File: src/rtl/mem_addr_gen.sv
// mem_addr_gen: registered RAM word-address mux between the ALU, a manual display
// line and an auto-scanning line counter, with ALU misalign/out-of-range flags.
module mem_addr_gen #(
    parameter int DATA_W    = 32,
    parameter int ADDR_W    = 10,
    parameter int LINE_W    = 4,
    parameter int LINE_BASE = 0
) (
    input  logic              clk,
    input  logic              rst_n,
    input  logic [2:0]        mode,
    input  logic [LINE_W-1:0] line_num,
    input  logic [DATA_W-1:0] in_alu,
    input  logic              mem_req,
    input  logic              step,
    output logic [ADDR_W-1:0] addr,
    output logic              addr_valid,
    output logic              misalign,
    output logic              oob,
    output logic [LINE_W-1:0] scan_line,
    output logic              scan_wrap
);
    localparam logic [2:0]        ModeLine  = 3'b100;
    localparam logic [2:0]        ModeScan  = 3'b101;
    localparam logic [ADDR_W-1:0] LineBaseW = ADDR_W'(LINE_BASE);

    typedef enum logic {Idle, Scan} state_e;

    state_e            state_q, state_d;
    logic [LINE_W-1:0] cnt_q, cnt_d;
    logic              wrap_q, wrap_d;
    logic [ADDR_W-1:0] addr_q, addr_d;
    logic              valid_q, valid_d;
    logic              misalign_q, misalign_d;
    logic              oob_q, oob_d;
    logic              aluSel;

    // Entry edge always clears the counter, so a step arriving with it is dropped.
    always_comb begin
        state_d = state_q;
        cnt_d   = cnt_q;
        wrap_d  = 1'b0;
        if (mode != ModeScan) begin
            state_d = Idle;
        end else if (state_q == Idle) begin
            state_d = Scan;
            cnt_d   = '0;
        end else if (step) begin
            cnt_d  = cnt_q + LINE_W'(1);
            wrap_d = (cnt_q == '1);
        end
    end

    always_comb begin
        aluSel  = 1'b0;
        addr_d  = in_alu[ADDR_W+1:2];
        valid_d = mem_req;
        if (mode == ModeLine) begin
            addr_d  = LineBaseW + ADDR_W'(line_num);
            valid_d = 1'b1;
        end else if (mode == ModeScan) begin
            addr_d  = LineBaseW + ADDR_W'(cnt_d);
            valid_d = 1'b1;
        end else begin
            aluSel = 1'b1;
        end
        misalign_d = aluSel && mem_req && (in_alu[1:0] != 2'b00);
        oob_d      = aluSel && mem_req && (in_alu[DATA_W-1:ADDR_W+2] != '0);
    end

    always_ff @(posedge clk or negedge rst_n) begin
        if (!rst_n) begin
            state_q    <= Idle;
            cnt_q      <= '0;
            wrap_q     <= 1'b0;
            addr_q     <= '0;
            valid_q    <= 1'b0;
            misalign_q <= 1'b0;
            oob_q      <= 1'b0;
        end else begin
            state_q    <= state_d;
            cnt_q      <= cnt_d;
            wrap_q     <= wrap_d;
            addr_q     <= addr_d;
            valid_q    <= valid_d;
            misalign_q <= misalign_d;
            oob_q      <= oob_d;
        end
    end

    assign addr       = addr_q;
    assign addr_valid = valid_q;
    assign misalign   = misalign_q;
    assign oob        = oob_q;
    assign scan_line  = cnt_q;
    assign scan_wrap  = wrap_q;
endmodule

File: config.mk
export PLATFORM = sky130hd
export DESIGN_NAME = mem_addr_gen
export DESIGN_NICKNAME = d
export VERILOG_FILES = /design/src/rtl/mem_addr_gen.sv
export SDC_FILE = /design/constraint.sdc
export NUM_CORES = 1
export LEC_CHECK = 0
export ABC_CLOCK_PERIOD_IN_PS = 2600
export BUFFER_PORTS_ARGS = -buffer_cell sky130_fd_sc_hd__buf_2
export CAP_MARGIN = 20
export CORE_MARGIN = 1
export CORE_UTILIZATION = 43
export DETAILED_ROUTE_END_ITERATION = 7
export HOLD_SLACK_MARGIN = 0.06
export PLACE_DENSITY = 0.88
export RECOVER_POWER = 100
export SLEW_MARGIN = 10
export SYNTH_ARGS = -nofsm -noshare
export SYNTH_HDL_FRONTEND = slang
export SYNTH_SLANG_ARGS = --single-unit
File: constraint.sdc
create_clock -name clk -period 2.6 [get_ports clk]
set_input_delay 0 -clock clk [delete_from_list [all_inputs] [get_ports clk]]
set_output_delay 0 -clock clk [all_outputs]
set_load 0.02 [all_outputs]
## After elaboration in Yosys (flattened, before gate mapping)

Index checks and enable logic that the tools add are counted.
Widths: inputs -> output; s select.

| operators by class | value |
|---|---|
| $add $sub $neg | 1 |
| equality and inequality tests | 4 |
| multiplexer cells | 13 |
| reductions and logical operators | 5 |

Operators by type and width:

| operator | number |
|---|---|
| $mux 10 | 2 |
| $reduce_bool 20->1 | 1 |
| $mux 4 | 3 |
| $mux 1 | 8 |
| $eq 3x3->1 const B | 2 |
| $add 4x1->4 const B | 1 |
| $eq 4x4->1 const B | 1 |
| $logic_and 1x1->1 | 3 |
| $ne 3x3->1 const B | 1 |
| $reduce_bool 2->1 | 1 |

| storage, ports and cells | value |
|---|---|
| register bits | 19 |
| bits of input ports | 43 |
| output and inout port bits | 18 |
| logic and storage cells | 30 |

## Logic depth before layout (Yosys ltp)

Gate-level depths: netlist of the first run.

| logic depth | value |
|---|---|
| depth in word-level cells | 6 |
| depth in mapped cells | 4 |
| depth with buffers taken out | 4 |

## Worst setup path before layout of the first run

OpenSTA, ideal clock, no wires.

| timing path | value |
|---|---|
| path type | register to register |
| from | register cnt_q[0] (netlist: scan_line[0]) |
| to | register addr_q[1] (netlist: addr[1]) |
| library setup time | 0.131 ns |
| data arrival time | 1.288 ns |
| data required time | 2.469 ns |
| path slack | 1.180 ns |
| stages on the path, launching flop included | 5 |
| buffers on the path | 0 |
| period minus slack after synthesis | 1.420 ns |
| cell sequence | dfrtp_1 > ha_1 > mux2_4 > a31oi_1 > a21oi_1 |

| on the way | value |
|---|---|
| longest elaborated chain between the ends | 6 |

Ends and longest elaborated chain:

| what | line | text |
|---|---|---|
| from (decl) | 30 | `logic [LINE_W-1:0] cnt_q, cnt_d;` |
| from (signal assigned) | 82 | `cnt_q <= cnt_d;` |
| $add 4x1->4 | 49 | `cnt_d = cnt_q + LINE_W'(1);` |
| $mux 4 | 48 | `end else if (step) begin` |
| $mux 4 | 45 | `end else if (state_q == Idle) begin` |
| $mux 4 | 43 | `if (mode != ModeScan) begin` |
| $mux 10 | 61 | `end else if (mode == ModeScan) begin` |
| $mux 10 | 58 | `if (mode == ModeLine) begin` |
| via addr_d[1] | 32 | `logic [ADDR_W-1:0] addr_q, addr_d;` |
| to (signal assigned) | 84 | `addr_q <= addr_d;` |
| to (decl) | 32 |  |

The timed path passes the listed nets, and every way through them passes these cells.

## Worst setup path in the final report of the first run

| timing path | value |
|---|---|
| from | register cnt_q[0] (netlist: scan_line[0]) |
| to | register addr_q[2] (netlist: addr[2]) |

Same word-level chain as after synthesis.

==> flow_summary.ini, run 1 <==
[layout]
num_antenna_cells = 0
multi_input_area_um2 = 370.4
areaGrowthSynthToFinish_pct = 53.24
area.sequential_um2 = 475.5
layout.cells.most_common_list = sky130_fd_sc_hd__buf_2 (40), sky130_fd_sc_hd__dlygate4sd3_1 (20), sky130_fd_sc_hd__clkbuf_1 (20)
layout.cells.most_common = sky130_fd_sc_hd__buf_2
layout-drive-gt1-share_pct = 27.27
total_number_of_nets_in_the_final_design = 210
final_core_util_pct = 70.14
n_fill_cell = 169

[logic_synthesis]
synth_mux_area_share_pct = 1.655
synthesis.yosys.warnings = 0
synth-seq-cells = 19
syn_inst = 85
yosys.area.top_type_share_pct = 52.41
synthAdderAreaFrac_pct = 1.379
post_synth_instance_area_um2 = 907.1
synth-main-ff-cell = sky130_fd_sc_hd__dfrtp_1
yosysUniqueCellTypes = 31
synth-xor-area-share_pct = 1.931
edff_count_synth = 0
ys_async_sr_fraction_pct = 100.0
mappedNetlistNets = 129
syn_area_per_cell_um2 = 10.67
cell_type_contributing_the_most_total_cell_area_after_synthesis = sky130_fd_sc_hd__dfrtp_1
synth_top_family_by_area = simple AND/OR/NAND/NOR gates
synth.top_cells.by_area = sky130_fd_sc_hd__dfrtp_1 (52%), sky130_fd_sc_hd__and2_1 (4.1%), sky130_fd_sc_hd__nand2b_1 (4.1%)
yosysSeqAreaShare_pct = 52.41
synth_compound_area_share_pct = 9.793
synth_simple_gate_area_share_pct = 28.14

[routing]
wl_per_cell_um = 11.62
drc_errors = 0
drt-total-wl_um = 2231
total_via_count_in_the_routed_design = 900
route.antenna.remaining_nets = 0
first_iter_violations = 8
detail_route.vias_per_cell = 4.688
firstDrtPassIters = 4

[hold_path]
worst_hold_path.endpoint = addr[1]$_DFF_PN0_
hp-class = primary input to flip-flop
hold_start = mode[1]
hold_path_depth = 3

[critical_path]
cp.arrival_ns = 2.11
worstReg2RegStart = scan_line[0]$_DFF_PN0_
slowest_library_cell_on_the_worst_path = sky130_fd_sc_hd__dlygate4sd3_1
timing.setup.critical_path_class = flip-flop to flip-flop
critical_path_required_ns = 2.78
critical_path.max_stage_delay_ns = 0.59
worstSetupEndpointType = flip-flop
crit_fanout = 7
r2r_cells = 5
critical_path.cell_chain = ha_1 -> and3b_1 -> o211ai_1 -> a31oi_1 -> dlygate4sd3_1
timing.reg2reg.setup_slack_ns = 0.66
r2r-end = addr[2]$_DFF_PN0_
worst_setup_path_start_kind = flip-flop

[sta]
finalHoldWorstSlack_ns = 0.07602
relSlewSlack_pct = 34.19
timing.final.hold_violations = 0
timing_max_transition_violations_final = 0
fmax_mhz = 515.8
setup_total_negative_slack_ns = 0
timing.clock.skew_ns = 0.005769
timing.final.crit_share_pct = 74.57
timing_worst_slew_pin_value_ns = 0.9871
setup_viol = 0
post-route-min-period_ns = 1.939
grt_setup_unrepaired = false
postLayoutSetupSlackWorst_ns = 0.6613

[run]
cap_violations = 0

[cts]
clock-root-buffer = sky130_fd_sc_hd__clkbuf_4
cts-buffers-inserted = 3
tritoncts_clock_tree = built
htree_levels = 1
clk_pin_slew_ns = 0.11
clock_sinks = 19
worst_skew_pair.late_latency_ns = 0.28
clk_path_buf_depth = 2

[floorplan]
floorplan.die.width_um = 47.93
initial_core_utilization_pct = 45.77
chipHeight_um = 47.93
core.rowCount = 16
io_pins = 61
die_area_um2 = 2297
core-area_um2 = 1982

[placement]
routabilityCongestion = 0.7442
port_buffers = 60
dp_slack_ns = 1.191
post-dp-hpwl_um = 1585

[global_routing]
maximum_number_of_pins_on_one_net_before_global_route_repair = 20
grt.overflow.total = 0
grt_antenna_before_repair = 0
grt_pass1_wl_um = 3291
grt_pass1_vias = 779
groute.usage.overall_pct = 21.12

[power_and_ir_drop]
power_uw = 591.3
power_per_cell_area_nw_per_um2 = 425.4
peak_supply_drop_mv = 0.2336
leakage_uw = 0.0006708

[outcome]
outcome = complete, no violations
==> critical path, delay by kind of cell (launching register included) <==
family / cells / cell delay [ns]
buf+inv: 1 / 0.59
flops: 1 / 0.47
compound gates: 2 / 0.33
fa+ha+maj: 1 / 0.25
simple gates: 1 / 0.20
==> metal layers <==
metal  GRT usage [%]  vias up  part of all wire, %
li1                -      458                    -
met1           22.90      389                   42
met2           41.08       51                   50
met3           2.642        2                  7.1
met4           7.778        0                  1.3
met5               0        -                    0
==> what timing repair did <==
item                                   CTS  global route
setup endpoints to repair                0             0
endpoints found under the hold margin   33             0
hold buffers                            20             0
gates resized for setup                  0             0
setup buffers                            0             0
==> report_power, final <==
part	internal, uW	switching (uW)	total (uW)
clock	57.0	86.3	143
sequential	312	8.68	320
combinational	63.5	64.3	128
total	432	159	591
==> final cells by class <==
cell class                      count  area share (%)
Clock inverter                      1          0.3600
Tap cell                           27           2.430
Inverter                            2          0.5401
Clock buffer                        3           1.620
Timing Repair Buffer               80           34.20
Multi-Input combinational cell     60           26.64
Sequential cell                    19           34.20
==> registers in the layout, indices dropped and copies added, names as in the netlist <==
name	flops
addr	10
addr_valid	1
misalign	1
oob	1
scan_line	4
scan_wrap	1
state_q	1
==> per-stage QoR <==
stage	instance area, um^2	std cells
after detailed placement	1206	168
final	1390	192
after CTS	1434	192
after global routing	1390	192
after global placement	1206	168
after floorplan	907.1	85
==> Yosys cell counts (3+ instances only) <==
cell type,n
sky130_fd_sc_hd__dfrtp_1,19
sky130_fd_sc_hd__nand2_1,7
sky130_fd_sc_hd__and2_1,6
sky130_fd_sc_hd__nand2b_1,6
sky130_fd_sc_hd__nor4_1,5
sky130_fd_sc_hd__a31oi_1,4
sky130_fd_sc_hd__nor2_1,4
sky130_fd_sc_hd__o21ai_0,4
sky130_fd_sc_hd__a21oi_1,3
==> how the worst max path moves through the flow <==
stage	from	end	slack (ns)	depth (start not counted)
floorplan	scan_line[0]$_DFF_PN0_	addr[1]$_DFF_PN0_	1.18	4
finish	scan_line[0]$_DFF_PN0_	addr[2]$_DFF_PN0_	0.66	5
global placement	scan_line[0]$_DFF_PN0_	addr[1]$_DFF_PN0_	1.24	4
detailed placement	scan_line[0]$_DFF_PN0_	addr[1]$_DFF_PN0_	1.19	4
global route	scan_line[0]$_DFF_PN0_	addr[2]$_DFF_PN0_	0.56	5
CTS	scan_line[0]$_DFF_PN0_	addr[2]$_DFF_PN0_	0.66	5
==> cell families after synthesis <==
| kind of cell | count (synthesis) |
|---|---|
| adders and majority gates | 1 |
| AOI/OAI and AO/OA | 15 |
| buffers and inverters | 6 |
| DFF | 19 |
| xor gates and xnor gates | 2 |
| muxes | 1 |
| and+or+nand+nor | 41 |
(Power assumes the default switching activity.)
==> run 2, diff against run 1 <==
--- a/config.mk
+++ b/config.mk
@@ -5,14 +5,14 @@
 export SDC_FILE = /design/constraint.sdc
 export NUM_CORES = 1
 export LEC_CHECK = 0
-export ABC_CLOCK_PERIOD_IN_PS = 2600
+export ABC_CLOCK_PERIOD_IN_PS = 1600
 export BUFFER_PORTS_ARGS = -buffer_cell sky130_fd_sc_hd__buf_2
 export CAP_MARGIN = 20
 export CORE_MARGIN = 1
-export CORE_UTILIZATION = 43
+export CORE_UTILIZATION = 36
 export DETAILED_ROUTE_END_ITERATION = 7
 export HOLD_SLACK_MARGIN = 0.06
-export PLACE_DENSITY = 0.88
+export PLACE_DENSITY = 0.8
 export RECOVER_POWER = 100
 export SLEW_MARGIN = 10
 export SYNTH_ARGS = -nofsm -noshare
==> constraint.sdc (replaced) <==
create_clock -name clk -period 1.6 [get_ports clk]
set_input_delay 0 -clock clk [delete_from_list [all_inputs] [get_ports clk]]
set_output_delay 0 -clock clk [all_outputs]
set_load 0.02 [all_outputs]
==> run 2 against run 1 <==
  * Register-to-register slack worse by 0.54 ns
  * Global-route usage is 1.9 points lower
  * Non-clock buffer count rose by 3
  * Power rose by 66%
  * Clock power grew 70%
  * Die area up 19%
  * Via count up 5.2%
  * Sequential share of layout area down 1.1 points
  * Clock-buffer cell count did not move
  * Combinational power rose by 71%
==> flow_summary.ini, run 2 (same netlist as run 1, synthesis figures left out) <==
[routing]
total_via_count_in_the_routed_design = 947
route.antenna.remaining_nets = 0
drt-total-wl_um = 2520
first_iter_violations = 6
firstDrtPassIters = 3
drc_errors = 0
wl_per_cell_um = 12.86
detail_route.vias_per_cell = 4.832

[layout]
total_number_of_nets_in_the_final_design = 213
layout.cells.most_common_list = sky130_fd_sc_hd__buf_2 (40), sky130_fd_sc_hd__dlygate4sd3_1 (23), sky130_fd_sc_hd__clkbuf_1 (20)
layout-drive-gt1-share_pct = 28.57
layout.cells.most_common = sky130_fd_sc_hd__buf_2
areaGrowthSynthToFinish_pct = 58.90
largest_register_ffs = 10
num_antenna_cells = 0

[placement]
dp_slack_ns = 0.1810
routabilityCongestion = 0.7396
post-dp-hpwl_um = 1697
port_buffers = 60

[critical_path]
cp.arrival_ns = 1.69
crit_fanout = 8
timing.setup.critical_path_class = flip-flop to flip-flop
worst_setup_path_start_kind = flip-flop
critical_path_required_ns = 1.81
worstSetupEndpointType = flip-flop
r2r_cells = 3

[cts]
cts-buffers-inserted = 3
htree_levels = 1
tritoncts_clock_tree = built
clock-root-buffer = sky130_fd_sc_hd__clkbuf_4
clk_path_buf_depth = 2
cts_setup_buffers = 0
worst_skew_pair.late_latency_ns = 0.30
clock_sinks = 19
clk_pin_slew_ns = 0.11

[sta]
setup_total_negative_slack_ns = 0
timing.final.crit_share_pct = 92.27
timing.clock.skew_ns = 0.005829
postLayoutSetupSlackWorst_ns = 0.1237
setup_viol = 0
grt_setup_unrepaired = false
timing.final.hold_violations = 0
timing_max_transition_violations_final = 0
relSlewSlack_pct = 36.41
fmax_mhz = 677.4
post-route-min-period_ns = 1.476
timing_worst_slew_pin_value_ns = 0.9538

[power_and_ir_drop]
power_per_cell_area_nw_per_um2 = 681.5
leakage_uw = 0.0006919
peak_supply_drop_mv = 0.4129

[run]
cap_violations = 0

[global_routing]
grt_pass1_vias = 916
grt_antenna_before_repair = 0
maximum_number_of_pins_on_one_net_before_global_route_repair = 20
grt_pass1_wl_um = 3732
grt.overflow.total = 0
groute.usage.overall_pct = 19.23

[floorplan]
io_pins = 61
initial_core_utilization_pct = 39.49
die_area_um2 = 2724
core-area_um2 = 2297
chipHeight_um = 52.20
floorplan.die.width_um = 52.20
core.rowCount = 17

[outcome]
outcome = complete, no violations

[hold_path]
hp-class = primary input to flip-flop
hold_path_depth = 4
## run 2: timing repair
action,4_1_cts,5_1_grt
hold endpoints to repair,33,0
setup endpoints to repair,0,1
gates resized for setup,0,1
hold buffers,23,0
## run 2: path summary, 6_finish.rpt
path,to,start,slack (ns)
setup / recovery,scan_wrap$_DFF_PN0_,state_q$_DFF_PN0_,0.12
hold / removal,addr[0]$_DFF_PN0_,line_num[0],0.08
setup reg to reg,scan_wrap$_DFF_PN0_,state_q$_DFF_PN0_,0.12
hold reg to reg,scan_line[1]$_DFF_PN0_,scan_line[1]$_DFF_PN0_,0.60
max in group asynchronous,state_q$_DFF_PN0_,rst_n,0.61
min in group asynchronous,addr[0]$_DFF_PN0_,rst_n,0.35
## run 2: layout make-up
| class | count | area (um^2) |
|---|---|---|
| clock buffer | 3 | 22.52 |
| fill | 191 | 855.8 |
| clock inverter | 1 | 5.005 |
| inverter | 2 | 7.507 |
| multi-input combinational | 60 | 389.1 |
| timing repair buffer | 83 | 505.5 |
| sequential | 19 | 476.7 |
| tap | 28 | 35.03 |
## run 2: power by group
group          switching [uW]  internal (uW)  total, uW
logic                     110            109        219
registers                14.3            507        521
clock network             150           93.3        243
total                     274            709        982
## run 2: metal layers
metal	part of all wire [%]	wire length, um	GRT usage, %
met5	0	0	0
met4	2.8	70	13.16
met3	5.7	144	3.768
met2	52	1312	35.47
met1	39	993	19.08
## run 2: worst max-delay path, stage by stage (launching register included)
cell and delay [ns]:
sky130_fd_sc_hd__dfrtp_2 0.48, sky130_fd_sc_hd__nand4b_4 0.12, sky130_fd_sc_hd__dlygate4sd3_1 0.58, sky130_fd_sc_hd__nor3_1 0.20
## run 2: metrics by stage
stage                     instance area, um^2  util, %  cells  power (uW)  hold slack [ns]
after CTS                                1465    63.78    196       995.1          0.07457
final                                    1441    62.75    196       982.4          0.08141
after detailed placement                 1207    52.56    169       715.0         -0.04266
after global placement                   1207    52.56    169       706.5         -0.04571
after floorplan                         907.1        -     85       622.9          -0.2956
after global routing                     1441    62.75    196        1035          0.08867
==> run 3, diff against run 2 <==
--- a/config.mk
+++ b/config.mk
@@ -5,6 +5,7 @@
 export SDC_FILE = /design/constraint.sdc
 export NUM_CORES = 1
 export LEC_CHECK = 0
+export ABC_AREA = 1
 export ABC_CLOCK_PERIOD_IN_PS = 1600
 export BUFFER_PORTS_ARGS = -buffer_cell sky130_fd_sc_hd__buf_2
 export CAP_MARGIN = 20
==> run 3 against run 2 <==
  * Worst hold slack better by 0.0087 ns
  * Sequential power is 0.8% lower
  * Sequential share of layout area is 3.5 points lower
  * Register-to-register slack better by 0.08 ns
  * Wire length is 6.8% higher
  * Final area is 11% higher
  * Critical path depth is 6 higher
  * Core utilization is 7.8 points higher
  * Critical path type is now primary input to flip-flop
==> flow_summary.ini, run 3 <==
[outcome]
outcome = complete, no violations

[routing]
drt-total-wl_um = 2691
route.antenna.remaining_nets = 0
firstDrtPassIters = 4
first_iter_violations = 16
drc_errors = 0
wl_per_cell_um = 11.31
detail_route.vias_per_cell = 4.525
total_via_count_in_the_routed_design = 1077

[placement]
post-dp-hpwl_um = 1663
dp.cells = 198
port_buffers = 60
placed_cell_area_um2 = 1226
routabilityCongestion = 0.7579

[global_routing]
grt_pass1_wl_um = 4416
groute.usage.overall_pct = 22.31
grt_pass1_vias = 1131
grt_antenna_before_repair = 0
maximum_number_of_pins_on_one_net_before_global_route_repair = 20
grt.overflow.total = 0

[logic_synthesis]
synth-main-ff-cell = sky130_fd_sc_hd__dfrtp_1
cell_type_contributing_the_most_total_cell_area_after_synthesis = sky130_fd_sc_hd__dfrtp_1
yosys.area.top_type_share_pct = 53.37
yosysSeqAreaShare_pct = 53.37
syn_inst = 110
edff_count_synth = 0
ys_async_sr_fraction_pct = 100.0
yosysUniqueCellTypes = 17
synth.top_cells.by_count = sky130_fd_sc_hd__nand2_1 (28), sky130_fd_sc_hd__nor2_1 (21), sky130_fd_sc_hd__dfrtp_1 (19)
synth-seq-cells = 19
synthesis.yosys.warnings = 0
post_synth_instance_area_um2 = 890.9
synth_most_common_cell = sky130_fd_sc_hd__nand2_1
syn_area_per_cell_um2 = 8.099
synth.top_cells.by_area = sky130_fd_sc_hd__dfrtp_1 (53%), sky130_fd_sc_hd__nand2_1 (12%), sky130_fd_sc_hd__nor2_1 (8.8%)
mappedNetlistNets = 154

[critical_path]
crit_path_depth = 9
worstSetupEndpointType = flip-flop
timing.setup.critical_path_class = primary input to flip-flop
crit_top_cell = sky130_fd_sc_hd__dlygate4sd3_1
crit_family = buffers and inverters
worst_setup_path_start_kind = primary input
critPathBufInv = 5
critical_path.max_stage_delay_ns = 0.55
cp.arrival_ns = 1.71
slowest_library_cell_on_the_worst_path = sky130_fd_sc_hd__dlygate4sd3_1
r2r_cells = 5
critical_path.cell_chain = dlygate4sd3_1 -> buf_2 -> nand2_4 -> inv_4 -> nand2_2 -> inv_1 -> nand2_1 -> nand3_1 -> dlygate4sd3_1
crit_fanout = 8
critical_path_required_ns = 1.79
timing.reg2reg.setup_slack_ns = 0.20

[power_and_ir_drop]
leakage_uw = 0.0009067
peak_supply_drop_mv = 0.5217
power_per_cell_area_nw_per_um2 = 633.9

[sta]
timing.final.crit_share_pct = 95.52
relSlewSlack_pct = 34.32
post-route-min-period_ns = 1.528
grt_setup_unrepaired = false
setup_viol = 0
timing_max_transition_violations_final = 0
timing_worst_slew_pin_value_ns = 0.9852
timing.final.hold_violations = 0
setup_total_negative_slack_ns = 0
timing.clock.skew_ns = 0.006783
fmax_mhz = 654.3

[cts]
tritoncts_clock_tree = built
worst_skew_pair.late_latency_ns = 0.29
clock-root-buffer = sky130_fd_sc_hd__clkbuf_4
clk_path_buf_depth = 2
htree_levels = 1
clk_pin_slew_ns = 0.11
cts-buffers-inserted = 3
clock_sinks = 19

[layout]
final_core_util_pct = 70.53
layout.cells.most_common = sky130_fd_sc_hd__buf_2
areaGrowthSynthToFinish_pct = 80.20
finalInstanceArea_um2 = 1605
largest_register_ffs = 10
layout-drive-gt1-share_pct = 37.14
total_number_of_nets_in_the_final_design = 255
num_antenna_cells = 0
layout.cells.non_filler = 238
n_fill_cell = 172
layout.cells.most_common_list = sky130_fd_sc_hd__buf_2 (59), sky130_fd_sc_hd__dlygate4sd3_1 (30), sky130_fd_sc_hd__nand2_1 (27)

[run]
cap_violations = 0

[floorplan]
io_pins = 61
core-area_um2 = 2276
die_area_um2 = 2678
initial_core_utilization_pct = 39.14
core.rowCount = 17
chipHeight_um = 51.75
floorplan.die.width_um = 51.75

[hold_path]
hp-class = primary input to flip-flop
hold_path_depth = 7
-- run 3: what timing repair did --
item	in CTS	in global routing
gates resized for setup	0	3
hold endpoints to repair	34	1
hold buffers	30	1
buffers inserted	0	6
endpoints found under the setup margin	0	2
-- run 3: logic make-up after synthesis --
logic type	share of synthesized area (%)
DFF	53.37
buffers and inverters	8.848
AOI/OAI and AO/OA	4.213
adders and majority gates	1.404
and+or+nand+nor	32.16
-- run 3: per-stage QoR --
stage | total power (uW) | hold slack, ns | setup WS [ns]
after floorplan | 617.1 | -0.2956 | 0.4348
after global placement | 710.8 | -0.04154 | 0.5074
after detailed placement | 716.4 | -0.03845 | 0.4035
after CTS | 1011 | 0.06190 | 0.03455
after global routing | 1075 | 0.1042 | 0.004118
final | 1018 | 0.09009 | 0.07173
-- run 3: worst paths after layout --
path | start | to
worst max-delay path | mode[2] | addr[0]$_DFF_PN0_
worst min-delay path | in_alu[17] | oob$_DFF_PN0_
worst max register to register | scan_line[0]$_DFF_PN0_ | addr[0]$_DFF_PN0_
worst min register to register | scan_line[3]$_DFF_PN0_ | scan_line[3]$_DFF_PN0_
max in group asynchronous | rst_n | addr_valid$_DFF_PN0_
min in group asynchronous | rst_n | addr[2]$_DFF_PN0_
-- run 3: worst min-delay path: cells and delay by family --
kind | cells | cell delay [ns]
buffers and inverters | 2 | 0.12
and+or+nand+nor | 5 | 0.24
-- run 3: layer usage --
metal | track usage (%) | share of wire [%] | vias up
li1 | - | - | 532
met1 | 24.02 | 38 | 487
met2 | 42.86 | 52 | 54
met3 | 5.263 | 8.8 | 4
met4 | 5.856 | 1.4 | 0
met5 | 0 | 0 | -
-- run 3: layout make-up --
| cell class | instances | area (um^2) | area share, % |
|---|---|---|---|
| Timing Repair Buffer | 96 | 644.4 | 40.14 |
| Sequential cell | 19 | 475.5 | 29.62 |
| Multi-Input combinational cell | 70 | 341.6 | 21.28 |
| Inverter | 21 | 81.33 | 5.066 |
| Tap cell | 28 | 35.03 | 2.182 |
| Clock buffer | 3 | 22.52 | 1.403 |
| Clock inverter | 1 | 5.005 | 0.3118 |
-- run 3: where the power goes --
part           total [uW]  switching [uW]  internal [uW]
registers             517            9.83            507
logic                 263             128            135
clock network         238             145           92.8
